### src/rtl/mem_bist_1rw.sv
// mem_bist_1rw: March C- self test engine driving one 1rw memory port.
//
// Sequence over N = BANKS*WORDS locations (addr minor, bank major):
//   M0 up {W0}, M1 up {R0,W1}, M2 down {R1,W0}, M3 up {R0}, then DRAIN for
//   LATENCY cycles so the final read is compared before done rises.
//
// Ports:
//   clk, rst            clock, asynchronous active-high reset
//   start               pulse; starts a run from IDLE or DONE, ignored while busy
//   read_0, write_0     memory port requests (never both)
//   bank_0, addr_0      location; zero when no request is issued
//   din_0, bw_0         write data and bit enables; zero when not writing
//   dout_0              read data, valid LATENCY cycles after read_0
//   busy, done          run in progress / run complete (held until next start)
//   fail, fail_bank,
//   fail_addr           sticky mismatch flag and first failing location
//   err_count           saturating mismatch count
module mem_bist_1rw #(
  parameter int unsigned AW      = 10,
  parameter int unsigned DW      = 32,
  parameter int unsigned LATENCY = 2,
  parameter int unsigned WORDS   = 1024,
  parameter int unsigned BANKS   = 1,
  parameter int unsigned BAW     = 1
) (
  input  logic           clk,
  input  logic           rst,
  input  logic           start,
  output logic           read_0,
  output logic           write_0,
  output logic [BAW-1:0] bank_0,
  output logic [AW-1:0]  addr_0,
  output logic [DW-1:0]  din_0,
  output logic [DW-1:0]  bw_0,
  input  logic [DW-1:0]  dout_0,
  output logic           busy,
  output logic           done,
  output logic           fail,
  output logic [BAW-1:0] fail_bank,
  output logic [AW-1:0]  fail_addr,
  output logic [15:0]    err_count
);

  localparam logic [BAW-1:0] LastBank = BAW'(BANKS - 1);
  localparam logic [AW-1:0]  LastAddr = AW'(WORDS - 1);
  // Compare pipeline entry: {valid, expect_ones, bank, addr}
  localparam int unsigned    EW       = 2 + BAW + AW;

  typedef enum logic [2:0] {StIdle, StM0, StM1, StM2, StM3, StDrain, StDone} state_e;

  state_e         state_q, state_d;
  logic [BAW-1:0] bank_q, bank_d;
  logic [AW-1:0]  addr_q, addr_d;
  logic           phase_q, phase_d;  // M1/M2 only: 0 = read cycle, 1 = write cycle
  logic [4:0]     drain_q, drain_d;

  logic           rd, wr, wr_one, rd_exp_one, clear_res;
  logic           last_up, last_dn;
  logic [BAW-1:0] bank_up, bank_dn;
  logic [AW-1:0]  addr_up, addr_dn;

  // Address is the minor digit; it carries into / borrows from the bank select.
  always_comb begin
    last_up = (bank_q == LastBank) && (addr_q == LastAddr);
    last_dn = (bank_q == '0) && (addr_q == '0);
    bank_up = bank_q;
    addr_up = addr_q + 1'b1;
    if (addr_q == LastAddr) begin
      addr_up = '0;
      bank_up = bank_q + 1'b1;
    end
    bank_dn = bank_q;
    addr_dn = addr_q - 1'b1;
    if (addr_q == '0) begin
      addr_dn = LastAddr;
      bank_dn = bank_q - 1'b1;
    end
  end

  always_comb begin
    state_d    = state_q;
    bank_d     = bank_q;
    addr_d     = addr_q;
    phase_d    = phase_q;
    drain_d    = drain_q;
    rd         = 1'b0;
    wr         = 1'b0;
    wr_one     = 1'b0;
    rd_exp_one = 1'b0;
    clear_res  = 1'b0;
    case (state_q)
      StIdle, StDone: begin
        if (start) begin
          state_d   = StM0;
          bank_d    = '0;
          addr_d    = '0;
          phase_d   = 1'b0;
          clear_res = 1'b1;
        end
      end
      StM0: begin
        wr = 1'b1;
        if (last_up) begin
          state_d = StM1;
          bank_d  = '0;
          addr_d  = '0;
        end else begin
          bank_d = bank_up;
          addr_d = addr_up;
        end
      end
      StM1: begin
        if (!phase_q) begin
          rd      = 1'b1;
          phase_d = 1'b1;
        end else begin
          wr      = 1'b1;
          wr_one  = 1'b1;
          phase_d = 1'b0;
          if (last_up) begin
            state_d = StM2;
            bank_d  = LastBank;
            addr_d  = LastAddr;
          end else begin
            bank_d = bank_up;
            addr_d = addr_up;
          end
        end
      end
      StM2: begin
        if (!phase_q) begin
          rd         = 1'b1;
          rd_exp_one = 1'b1;
          phase_d    = 1'b1;
        end else begin
          wr      = 1'b1;
          phase_d = 1'b0;
          if (last_dn) begin
            state_d = StM3;
            bank_d  = '0;
            addr_d  = '0;
          end else begin
            bank_d = bank_dn;
            addr_d = addr_dn;
          end
        end
      end
      StM3: begin
        rd = 1'b1;
        if (last_up) begin
          bank_d  = '0;
          addr_d  = '0;
          state_d = (LATENCY == 0) ? StDone : StDrain;
          drain_d = 5'(LATENCY - 1);
        end else begin
          bank_d = bank_up;
          addr_d = addr_up;
        end
      end
      StDrain: begin
        if (drain_q == '0) begin
          state_d = StDone;
        end else begin
          drain_d = drain_q - 1'b1;
        end
      end
      default: state_d = StIdle;
    endcase
  end

  always_ff @(posedge clk or posedge rst) begin
    if (rst) begin
      state_q <= StIdle;
      bank_q  <= '0;
      addr_q  <= '0;
      phase_q <= 1'b0;
      drain_q <= '0;
    end else begin
      state_q <= state_d;
      bank_q  <= bank_d;
      addr_q  <= addr_d;
      phase_q <= phase_d;
      drain_q <= drain_d;
    end
  end

  // Compare pipeline: an entry pushed with a read emerges alongside its data.
  logic [EW-1:0] ent_in, ent_out;
  assign ent_in = {rd, rd_exp_one, bank_q, addr_q};

  if (LATENCY == 0) begin : g_no_pipe
    assign ent_out = ent_in;
  end else begin : g_pipe
    localparam int unsigned PW = LATENCY * EW;
    logic [PW-1:0] pipe_q;
    always_ff @(posedge clk or posedge rst) begin
      if (rst) begin
        pipe_q <= '0;
      end else begin
        pipe_q <= PW'({pipe_q, ent_in});  // oldest entry falls off the top
      end
    end
    assign ent_out = pipe_q[PW-1 -: EW];
  end

  logic           cmp_vld, cmp_exp, mismatch;
  logic [BAW-1:0] cmp_bank;
  logic [AW-1:0]  cmp_addr;
  assign cmp_vld  = ent_out[EW-1];
  assign cmp_exp  = ent_out[EW-2];
  assign cmp_bank = ent_out[AW +: BAW];
  assign cmp_addr = ent_out[AW-1:0];
  assign mismatch = cmp_vld && (dout_0 != {DW{cmp_exp}});

  logic           fail_q;
  logic [BAW-1:0] fail_bank_q;
  logic [AW-1:0]  fail_addr_q;
  logic [15:0]    err_q;

  always_ff @(posedge clk or posedge rst) begin
    if (rst) begin
      fail_q      <= 1'b0;
      fail_bank_q <= '0;
      fail_addr_q <= '0;
      err_q       <= '0;
    end else if (clear_res) begin
      fail_q      <= 1'b0;
      fail_bank_q <= '0;
      fail_addr_q <= '0;
      err_q       <= '0;
    end else if (mismatch) begin
      fail_q <= 1'b1;
      if (!fail_q) begin
        fail_bank_q <= cmp_bank;
        fail_addr_q <= cmp_addr;
      end
      if (err_q != 16'hFFFF) begin
        err_q <= err_q + 16'd1;
      end
    end
  end

  assign read_0    = rd;
  assign write_0   = wr;
  assign bank_0    = (rd || wr) ? bank_q : '0;
  assign addr_0    = (rd || wr) ? addr_q : '0;
  assign din_0     = (wr && wr_one) ? '1 : '0;
  assign bw_0      = wr ? '1 : '0;
  assign busy      = (state_q != StIdle) && (state_q != StDone);
  assign done      = (state_q == StDone);
  assign fail      = fail_q;
  assign fail_bank = fail_bank_q;
  assign fail_addr = fail_addr_q;
  assign err_count = err_q;

endmodule

### config.mk
export PLATFORM = sky130hd
export DESIGN_NAME = mem_bist_1rw
export DESIGN_NICKNAME = d
export VERILOG_FILES = /design/src/rtl/mem_bist_1rw.sv
export SDC_FILE = /design/constraint.sdc
export NUM_CORES = 1
export LEC_CHECK = 0
export ABC_AREA = 1
export BUFFER_PORTS_ARGS = -buffer_cell sky130_fd_sc_hd__buf_2
export CORE_UTILIZATION = 54
export CTS_BUF_LIST = sky130_fd_sc_hd__clkbuf_2
export CTS_CLUSTER_SIZE = 8
export DETAILED_ROUTE_END_ITERATION = 6
export GPL_ROUTABILITY_DRIVEN = 0
export PLACE_DENSITY = 0.83
export SLEW_MARGIN = 5
export SYNTH_ARGS = -nofsm -noshare
export SYNTH_HDL_FRONTEND = slang
export SYNTH_SLANG_ARGS = --single-unit
export TNS_END_PERCENT = 30
### constraint.sdc
create_clock -name clk -period 5.8 [get_ports clk]
set_input_delay 1.74 -clock clk [delete_from_list [all_inputs] [get_ports clk]]
set_output_delay 1.74 -clock clk [all_outputs]
set_load 0.01 [all_outputs]
==> results of run 1 <==
[worst register-to-register path, stage by stage, from the launching register on]
cell,delay [ns]
dfrtp_1,0.50
inv_1,0.17
ha_1,0.16
nand2_1,0.05
nor2_1,0.16
nand2_1,0.15
nand2_2,0.11
nand2_2,0.15
nor2_2,0.21
nand3_1,0.15
nand2_1,0.09
nand2_1,0.06
[path summary, 6_finish.rpt]
kind / cells past startpoint / from / to
hold reg to reg: 0 / g_pipe.pipe_q[6] / g_pipe.pipe_q[19]
hold / removal: 0 / g_pipe.pipe_q[6] / g_pipe.pipe_q[19]
setup / recovery: 8 / state_q[2] / din_0[14]
max in group asynchronous: 3 / rst / addr_q[9]
min in group asynchronous: 2 / rst / err_count[4]
setup reg to reg: 11 / addr_q[0] / state_q[1]
[logic make-up after synthesis]
logic type               after synthesis  share of synthesized area (%)
buffers and inverters                148                           17.2
adder cells (fa/ha/maj)                8                           2.09
XOR/XNOR                              22                           4.02
AND/OR/NAND/NOR                      364                           35.0
AO/OA/AOI/OAI                         25                           3.10
flip-flops                            74                           38.6
[power by group through the flow]
stage | clock network [mW] | logic, mW | registers, mW
floorplan | 0 | 1.04 | 0.733
global placement | 0 | 1.08 | 0.778
detailed placement | 0 | 1.12 | 0.785
CTS | 0.338 | 1.13 | 0.776
global route | 0.355 | 1.27 | 0.799
finish | 0.327 | 1.13 | 0.779
[synthesized netlist by cell type (all sizes together)]
cell	number	share of area [%]
a21oi	3	0.31
buf	80	12
clkinv	3	0.26
xnor2	3	0.55
nand2	176	14
o21ai	13	1.5
dfrtp	74	39
a31oi	3	0.39
o31ai	3	0.47
inv	64	5.0
o22ai	2	0.26
nor2	60	5.5
xor2	19	3.5
nand3	70	7.9
o21bai	1	0.16
or2	6	0.78
nand4	36	4.7
nor3	10	1.1
ha	8	2.1
nand3b	6	0.94
clkbuf	1	0.078
[layout make-up]
type	instances	area (sq um)	area share [%]
Timing Repair Buffer	143	721	13.8
Sequential cell	74	1850	35.4
Clock inverter	6	91.3	1.75
Inverter	67	253	4.83
Tap cell	108	135	2.58
Clock buffer	10	50.0	0.957
Multi-Input combinational cell	419	2130	40.7
[per-layer routing]
metal	wire length (um)	GRT usage, %
met1	4390	28.1
met2	5270	42.4
met3	657	4.98
met4	141	8.83
met5	0	0
[registers in the layout, summed over array words and instances (netlist names)]
| signal | count |
|---|---|
| fail_bank | 1 |
| state_q | 3 |
| g_pipe.pipe_q | 26 |
| err_count | 16 |
| bank_q | 1 |
| phase_q | 1 |
| fail_addr | 10 |
| addr_q | 10 |
| fail | 1 |
| drain_q | 5 |
==> flow_summary.yaml, run 1 <==
sta:
  fin_hold_ws_ns: 0.343
  max_freq_ghz: 0.219
  fin_skew_ns: 0.0471
  grt_setup_unrepaired: "false"
  tns_ns: 0
  finalMaxSlewViolations: 0
  worst_pin_slew_ns: 1.03
  timing.slew.headroom_pct: 30.9
  finalSetupViolations: 0
  period_minus_slack_ns: 4.57
  hold_viol: 0
  fin_ws_ns: 1.23
  min_period_over_period_pct: 78.8
grt:
  grt_pass1_vias: 3946
  gr-total-overflow: 0
  grt_usage_pct: 23.8
  grt_pass1_wl_mm: 17.1
  grt_max_degree: 56
  antenna_found_initial: 0
place:
  port_buffers: 141
  placed_area_sq_um: 5090
  place_ws_ns: 1.74
  place_hpwl_mm: 7.64
  placedCellCount: 811
flow_run:
  maxCapViolations: 0
die:
  die-area_sq_um: 9270
  ios: 142
  core-area_sq_um: 8680
  die_w_um: 96.3
  die-height_um: 96.3
  fp-row-count: 34
  start_util_pct: 55.3
power:
  switchingPower_mw: 1.06
  internal-power_mw: 1.17
  p_seq_share_pct: 34.8
  power.density_nw_per_um2: 428
  netSwitchingFraction_pct: 47.6
  p_comb_share_pct: 50.6
  vdd_ir_drop_max_mv: 0.327
  leakage_nw: 3.15
  pwr-share-clk_pct: 14.6
  finalPower_mw: 2.24
synth:
  syn_nets: 684
  syn-instance-count: 641
  yosys_warnings: 0
  ys_ff_latch: 74
  synth_cell_types: 36
  ys_seq_area_share_pct: 38.6
  synth_area_sq_um: 4800
  avgSynthCellArea_sq_um: 7.49
drt:
  wirelength_mm: 10.5
  vias: 4367
  vias_per_cell: 5.28
  wl_per_cell_um: 12.6
  drc_errors: 0
  dr.pass1.iters: 4
  ant_nets: 0
  dr.first_iter.drc_count: 199
finish:
  final_cell_mix: "nand2_1, buf_2, dfrtp_1, nand3_1, inv_1"
  drive_gt1_share_pct: 27.0
  stdcell_area_sq_um: 5230
  fillers: 794
  final_common_cell: "nand2_1"
  nets: 757
  final_util_pct: 60.3
  antenna_cells: 0
  fin_cells: 827
  area_growth_pct: 8.97
worst_setup_path:
  crit_path_max_incr_delay_ns: 0.69
  cpMaxStageDelayCell: "o22ai_2"
  r2r_slack_ns: 3.78
  cp-end-kind: "primary output"
  cp_cell_sequence: "inv_2 -> ha_1 -> inv_1 -> o22ai_2 -> nand2_1 -> nor2_1 -> buf_4 -> buf_2"
  critPathRequiredTime_ns: 4.06
  crit_arrival_ns: 2.83
  critPathTopFamily: "buffers and inverters"
  cp_num_buf_inv: 4
  path_class: "reg -> out"
  setup.worst_path.start_class: "flop"
  worst-path-max-fanout: 34
clock_tree:
  cts_buffers: 9
  ctsHtreeMaxLevel: 3
  cts_tree: "yes"
  hold_buffers: 0
  clock_latency_ns: 0.51
  cts.sinks: 74
  cts_buffer_depth: 2
  root_buffer: "clkbuf_2"
  cts_setup_buffers: 0
  path_clk_slew_ns: 0.19
  ctsResizeCount: 0
worst_hold_path:
  min_path_type: "reg -> reg"
status:
  outcome: "completed"
(Power assumes the default switching activity.)
==> run 2: changes to the inputs <==
- ABC_AREA: 1 -> 0
- CORE_UTILIZATION: 54 -> 53
- clock period: 5.8 -> 4.6 ns (I/O delays scaled with it)
==> run 2 against run 1 <==
  * Count of clock-buffer cells in the layout unchanged
  * Register-to-register slack worse by 1.9 ns
  * Worst hold slack gained 0.020 ns
  * First-iteration DRC count up 21%
  * Die area is 5.6% lower
  * Synthesized area decreased by 7.5%
  * Final cell count is 16% lower
  * Critical path depth decreased by 2
  * Non-clock buffer count rose by 5
  * Critical path type unchanged
  * Largest cell class unchanged
==> flow_summary.yaml, run 2 <==
finish:
  multi_input_area_sq_um: 1920
  final_cell_mix: "buf_2, dfrtp_1, o21ai_0, nand2_1, nand3_1"
  final_common_cell: "buf_2"
  nets: 627
  largest_register_ffs: 26
  largest-register: "g_pipe.pipe_q"
  fillers: 726
  final_util_pct: 60.4
  drive_gt1_share_pct: 29.2
  regArea_sq_um: 1850
  area_growth_pct: 11.2
  antenna_cells: 0
sta:
  fin_ws_ns: 0.524
  worst_pin_slew_ns: 1.13
  finalSetupViolations: 0
  grt_setup_unrepaired: "false"
  max_freq_ghz: 0.245
  period_minus_slack_ns: 4.08
  timing.slew.headroom_pct: 24.1
  tns_ns: 0
  min_period_over_period_pct: 88.6
  fin_skew_ns: 0.0280
  finalMaxSlewViolations: 0
  hold_viol: 0
worst_setup_path:
  crit_arrival_ns: 2.70
  path_class: "reg -> out"
  critPathTopFamily: "flip-flops"
  crit_path_max_incr_delay_ns: 0.71
  cp-end-kind: "primary output"
  critPathRequiredTime_ns: 3.22
  cp_cell_sequence: "inv_1 -> ha_1 -> inv_1 -> o21ai_0 -> and2_1 -> buf_2"
  worst-path-max-fanout: 17
  setup.worst_path.start_class: "flop"
  cp_num_buf_inv: 3
  crit_top_cell: "inv_1"
  cpMaxStageDelayCell: "dfrtp_1"
clock_tree:
  hold_buffers: 0
  cts.sinks: 74
  ctsResizeCount: 0
  root_buffer: "clkbuf_2"
  cts_buffer_depth: 2
  clock_latency_ns: 0.50
  ctsHtreeMaxLevel: 3
  cts_setup_buffers: 0
  cts_tree: "yes"
  cts_buffers: 9
  path_clk_slew_ns: 0.21
place:
  port_buffers: 141
  place_ws_ns: 1.16
  place_hpwl_mm: 7.05
synth:
  synth_area_leader_cell: "dfrtp_1"
  synth_ff_type: "dfrtp_1"
  ys_seq_area_share_pct: 41.7
  synth_top_area_share_pct: 41.7
  synthTopCellsByCount: "dfrtp_1, buf_4, o21ai_0, nand2_1, nand3_1"
  avgSynthCellArea_sq_um: 8.71
  synth_area_sq_um: 4440
  syn-instance-count: 510
  synth_cell_types: 53
  yosysMostFrequentCell: "dfrtp_1"
  ys_async_sr_fraction_pct: 100
  yosys_warnings: 0
  syn_nets: 553
  ys_ff_latch: 74
  synth_area_leaders: "dfrtp_1, buf_4, o21ai_0, nand2_1, nand3_1"
  synth_edf_count: 0
drt:
  ant_nets: 0
  wirelength_mm: 9.75
  wl_per_cell_um: 14.0
  drc_errors: 0
  dr.first_iter.drc_count: 240
  vias_per_cell: 5.78
  dr.pass1.iters: 5
  vias: 4012
grt:
  antenna_found_initial: 0
  gr-total-overflow: 0
  grt_usage_pct: 22.7
  grt_pass1_vias: 3437
  grt_pass1_wl_mm: 15.5
  grt_max_degree: 51
power:
  leakage_nw: 2.41
  vdd_ir_drop_max_mv: 0.494
  power.density_nw_per_um2: 660
die:
  ios: 142
  die-area_sq_um: 8750
  die_w_um: 93.5
  core-area_sq_um: 8180
  fp-row-count: 33
  die-height_um: 93.5
  start_util_pct: 54.3
flow_run:
  maxCapViolations: 0
worst_hold_path:
  min_path_type: "reg -> reg"
status:
  outcome: "completed"
[run 2: changes by cell type after synthesis, moves of 14 or more]
cell,previous run,this run
or3_1,0,21
nand3_1,66,30
clkbuf_1,1,15
xor2_1,19,1
inv_1,54,23
o21ai_0,8,42
nand2_1,172,40
nand4_1,36,7
a21oi_1,3,28
nor2_1,51,26
[run 2: final timing paths]
kind	slack, ns	to	cells after the start	from
min in group asynchronous	1.06	err_count[3]	2	rst
hold reg to reg	0.36	g_pipe.pipe_q[21]	0	g_pipe.pipe_q[8]
max in group asynchronous	2.74	g_pipe.pipe_q[24]	3	rst
setup / recovery	0.52	addr_0[1]	6	state_q[2]
setup reg to reg	1.90	state_q[1]	5	addr_q[2]
hold / removal	0.36	g_pipe.pipe_q[21]	0	g_pipe.pipe_q[8]
[run 2: cell families after synthesis]
| group | share of synthesized area (%) |
|---|---|
| adder cells (fa/ha/maj) | 2.25 |
| flip-flops | 41.7 |
| multiplexers | 0.930 |
| XOR/XNOR | 1.18 |
| buffers and inverters | 15.0 |
| AO/OA/AOI/OAI | 16.3 |
| AND/OR/NAND/NOR | 22.6 |
[run 2: report_power, final]
group / leakage [nW] / switching [mW] / internal [mW]
clock: 0.107 / 0.234 / 0.294
combinational: 1.31 / 1.03 / 0.647
sequential: 0.997 / 0.224 / 0.830
[run 2: metal layers]
layer | part of all wire [%] | global-route usage, % | up-vias | wire, um
met4 | 2.2 | 7.05 | 0 | 211
met3 | 9.8 | 5.28 | 35 | 955
met1 | 39 | 27.5 | 1855 | 3770
li1 | - | - | 1900 | -
met2 | 49 | 39.8 | 222 | 4810
met5 | 0 | 0 | - | 0
[run 2: through the flow]
stage	std cells	hold slack, ns	power, mW	cell area, sq um
final	694	0.364	3.26	4940
after global routing	694	0.378	3.48	4940
after CTS	694	0.353	3.25	4940
after detailed placement	678	0.335	2.72	4750
after global placement	678	0.332	2.66	4750
after floorplan	510	0.331	2.54	4440
[run 2: layout make-up]
class / count / share of cell area, %
Timing Repair Buffer: 148 / 15.4
Multi-Input combinational cell: 328 / 38.9
Sequential cell: 74 / 37.5
Inverter: 23 / 1.75
Clock buffer: 10 / 1.01
Tap cell: 105 / 2.66
Clock inverter: 6 / 2.79
==> run 3: changes to the inputs <==
- CORE_UTILIZATION: 53 -> 47
- CTS_BUF_LIST: sky130_fd_sc_hd__clkbuf_2 -> sky130_fd_sc_hd__clkbuf_16
- PLACE_DENSITY: 0.83 -> 0.78
- clock period: 4.6 -> 3.65 ns (I/O delays scaled with it)
==> run 3 against run 2 <==
  * Non-clock buffer count is 2 higher
  * Via count is 0.90% lower
  * Total power is 33% higher
==> flow_summary.yaml, run 3 (synthesized netlist as in run 2, its figures left out) <==
status:
  outcome: "completed"
die:
  die-area_sq_um: 9840
  core-area_sq_um: 9200
  die-height_um: 99.2
  start_util_pct: 48.3
  ios: 142
  fp-row-count: 35
  die_w_um: 99.2
worst_setup_path:
  cpMaxStageDelayCell: "dfrtp_1"
  cp_num_buf_inv: 4
  crit_arrival_ns: 2.17
  cp_cell_sequence: "inv_1 -> ha_1 -> inv_1 -> o21ai_0 -> buf_4 -> and2_1 -> buf_2"
  setup.worst_path.start_class: "flop"
  crit_top_cell: "inv_1"
  cp-end-kind: "primary output"
  path_class: "reg -> out"
  crit_path_max_incr_delay_ns: 0.66
  critPathRequiredTime_ns: 2.55
  worst-path-max-fanout: 17
  critPathTopFamily: "buffers and inverters"
sta:
  fin_ws_ns: 0.382
  grt_setup_unrepaired: "false"
  timing.slew.headroom_pct: 40.8
  max_freq_ghz: 0.306
  finalSetupViolations: 0
  period_minus_slack_ns: 3.27
  hold_viol: 0
  tns_ns: 0
  worst_pin_slew_ns: 0.886
  min_period_over_period_pct: 89.5
  fin_skew_ns: 0.0107
  finalMaxSlewViolations: 0
finish:
  final_common_cell: "buf_2"
  nets: 629
  largest-register: "g_pipe.pipe_q"
  antenna_cells: 0
  largest_register_ffs: 26
  final_cell_mix: "buf_2, dfrtp_1, o21ai_0, nand2_1, nand3_1"
  drive_gt1_share_pct: 29.4
  area_growth_pct: 14.7
grt:
  grt_pass1_wl_mm: 15.9
  antenna_found_initial: 0
  grt_usage_pct: 20.0
  grt_pass1_vias: 3480
  gr-total-overflow: 0
  grt_max_degree: 40
flow_run:
  maxCapViolations: 0
clock_tree:
  cts_tree: "yes"
  hold_buffers: 0
  cts_buffers: 9
  root_buffer: "clkbuf_16"
  ctsResizeCount: 0
  clock_latency_ns: 0.33
  path_clk_slew_ns: 0.06
  cts.sinks: 74
  cts_buffer_depth: 2
  cts_setup_buffers: 0
  ctsHtreeMaxLevel: 3
power:
  power.density_nw_per_um2: 851
  finalPower_mw: 4.34
  leakage_nw: 2.47
  p_seq_share_pct: 30.5
  internal-power_mw: 2.42
  switchingPower_mw: 1.92
  p_comb_share_pct: 48.8
  vdd_ir_drop_max_mv: 0.443
  pwr-share-clk_pct: 20.7
  netSwitchingFraction_pct: 44.2
drt:
  met3_length_um: 740
  dr.first_iter.drc_count: 286
  wl_met2_mm: 4.77
  ant_nets: 0
  routed.top_layer: "met4"
  vias_per_cell: 5.66
  met1_length_mm: 4.08
  wirelength_mm: 9.80
  vias: 3976
  drc_errors: 0
  dr.pass1.iters: 6
  wl_per_cell_um: 14.0
worst_hold_path:
  min_path_type: "reg -> reg"
place:
  port_buffers: 141
  place_ws_ns: 0.633
  place_hpwl_mm: 6.96
## run 3: final cells by class
cell class,count,area (sq um)
sequential,74,1850
clock inverter,7,83.8
clock buffer,9,225
tap,111,139
timing repair buffer,150,786
multi-input combinational,328,1920
fill,833,4100
inverter,23,86.3
## run 3: through the flow
stage,utilization [%],cell area (sq um),instances,hold slack [ns]
detailed placement,52.0,4780,686,0.335
CTS,55.4,5090,702,0.345
finish,55.4,5090,702,0.343
floorplan,-,4440,510,0.331
global route,55.4,5090,702,0.351
global placement,52.0,4780,686,0.332
## run 3: path summary, 6_finish.rpt
kind                                  start           endpoint  slack, ns  cells past startpoint
setup / recovery                 state_q[2]          addr_0[0]       0.38                      7
hold / removal             g_pipe.pipe_q[5]  g_pipe.pipe_q[18]       0.34                      0
setup reg to reg                  addr_q[2]          addr_q[7]       0.94                      6
hold reg to reg            g_pipe.pipe_q[5]  g_pipe.pipe_q[18]       0.34                      0
max in group asynchronous               rst      err_count[11]       2.07                      3
min in group asynchronous               rst       fail_addr[0]       0.91                      2
## run 3: per-layer routing
layer | global-route usage [%] | up-vias
li1 | - | 1903
met4 | 8.03 | 0
met2 | 33.9 | 199
met1 | 24.8 | 1853
met3 | 4.36 | 21
met5 | 0 | -
## run 3: power groups by stage
stage | clock, mW | sequential (mW) | combinational, mW
2_1_floorplan | 0 | 1.22 | 1.95
3_3_place_gp | 0 | 1.32 | 2.05
3_5_place_dp | 0 | 1.33 | 2.09
4_1_cts | 0.916 | 1.31 | 2.11
5_1_grt | 0.956 | 1.37 | 2.31
6_report | 0.898 | 1.32 | 2.12
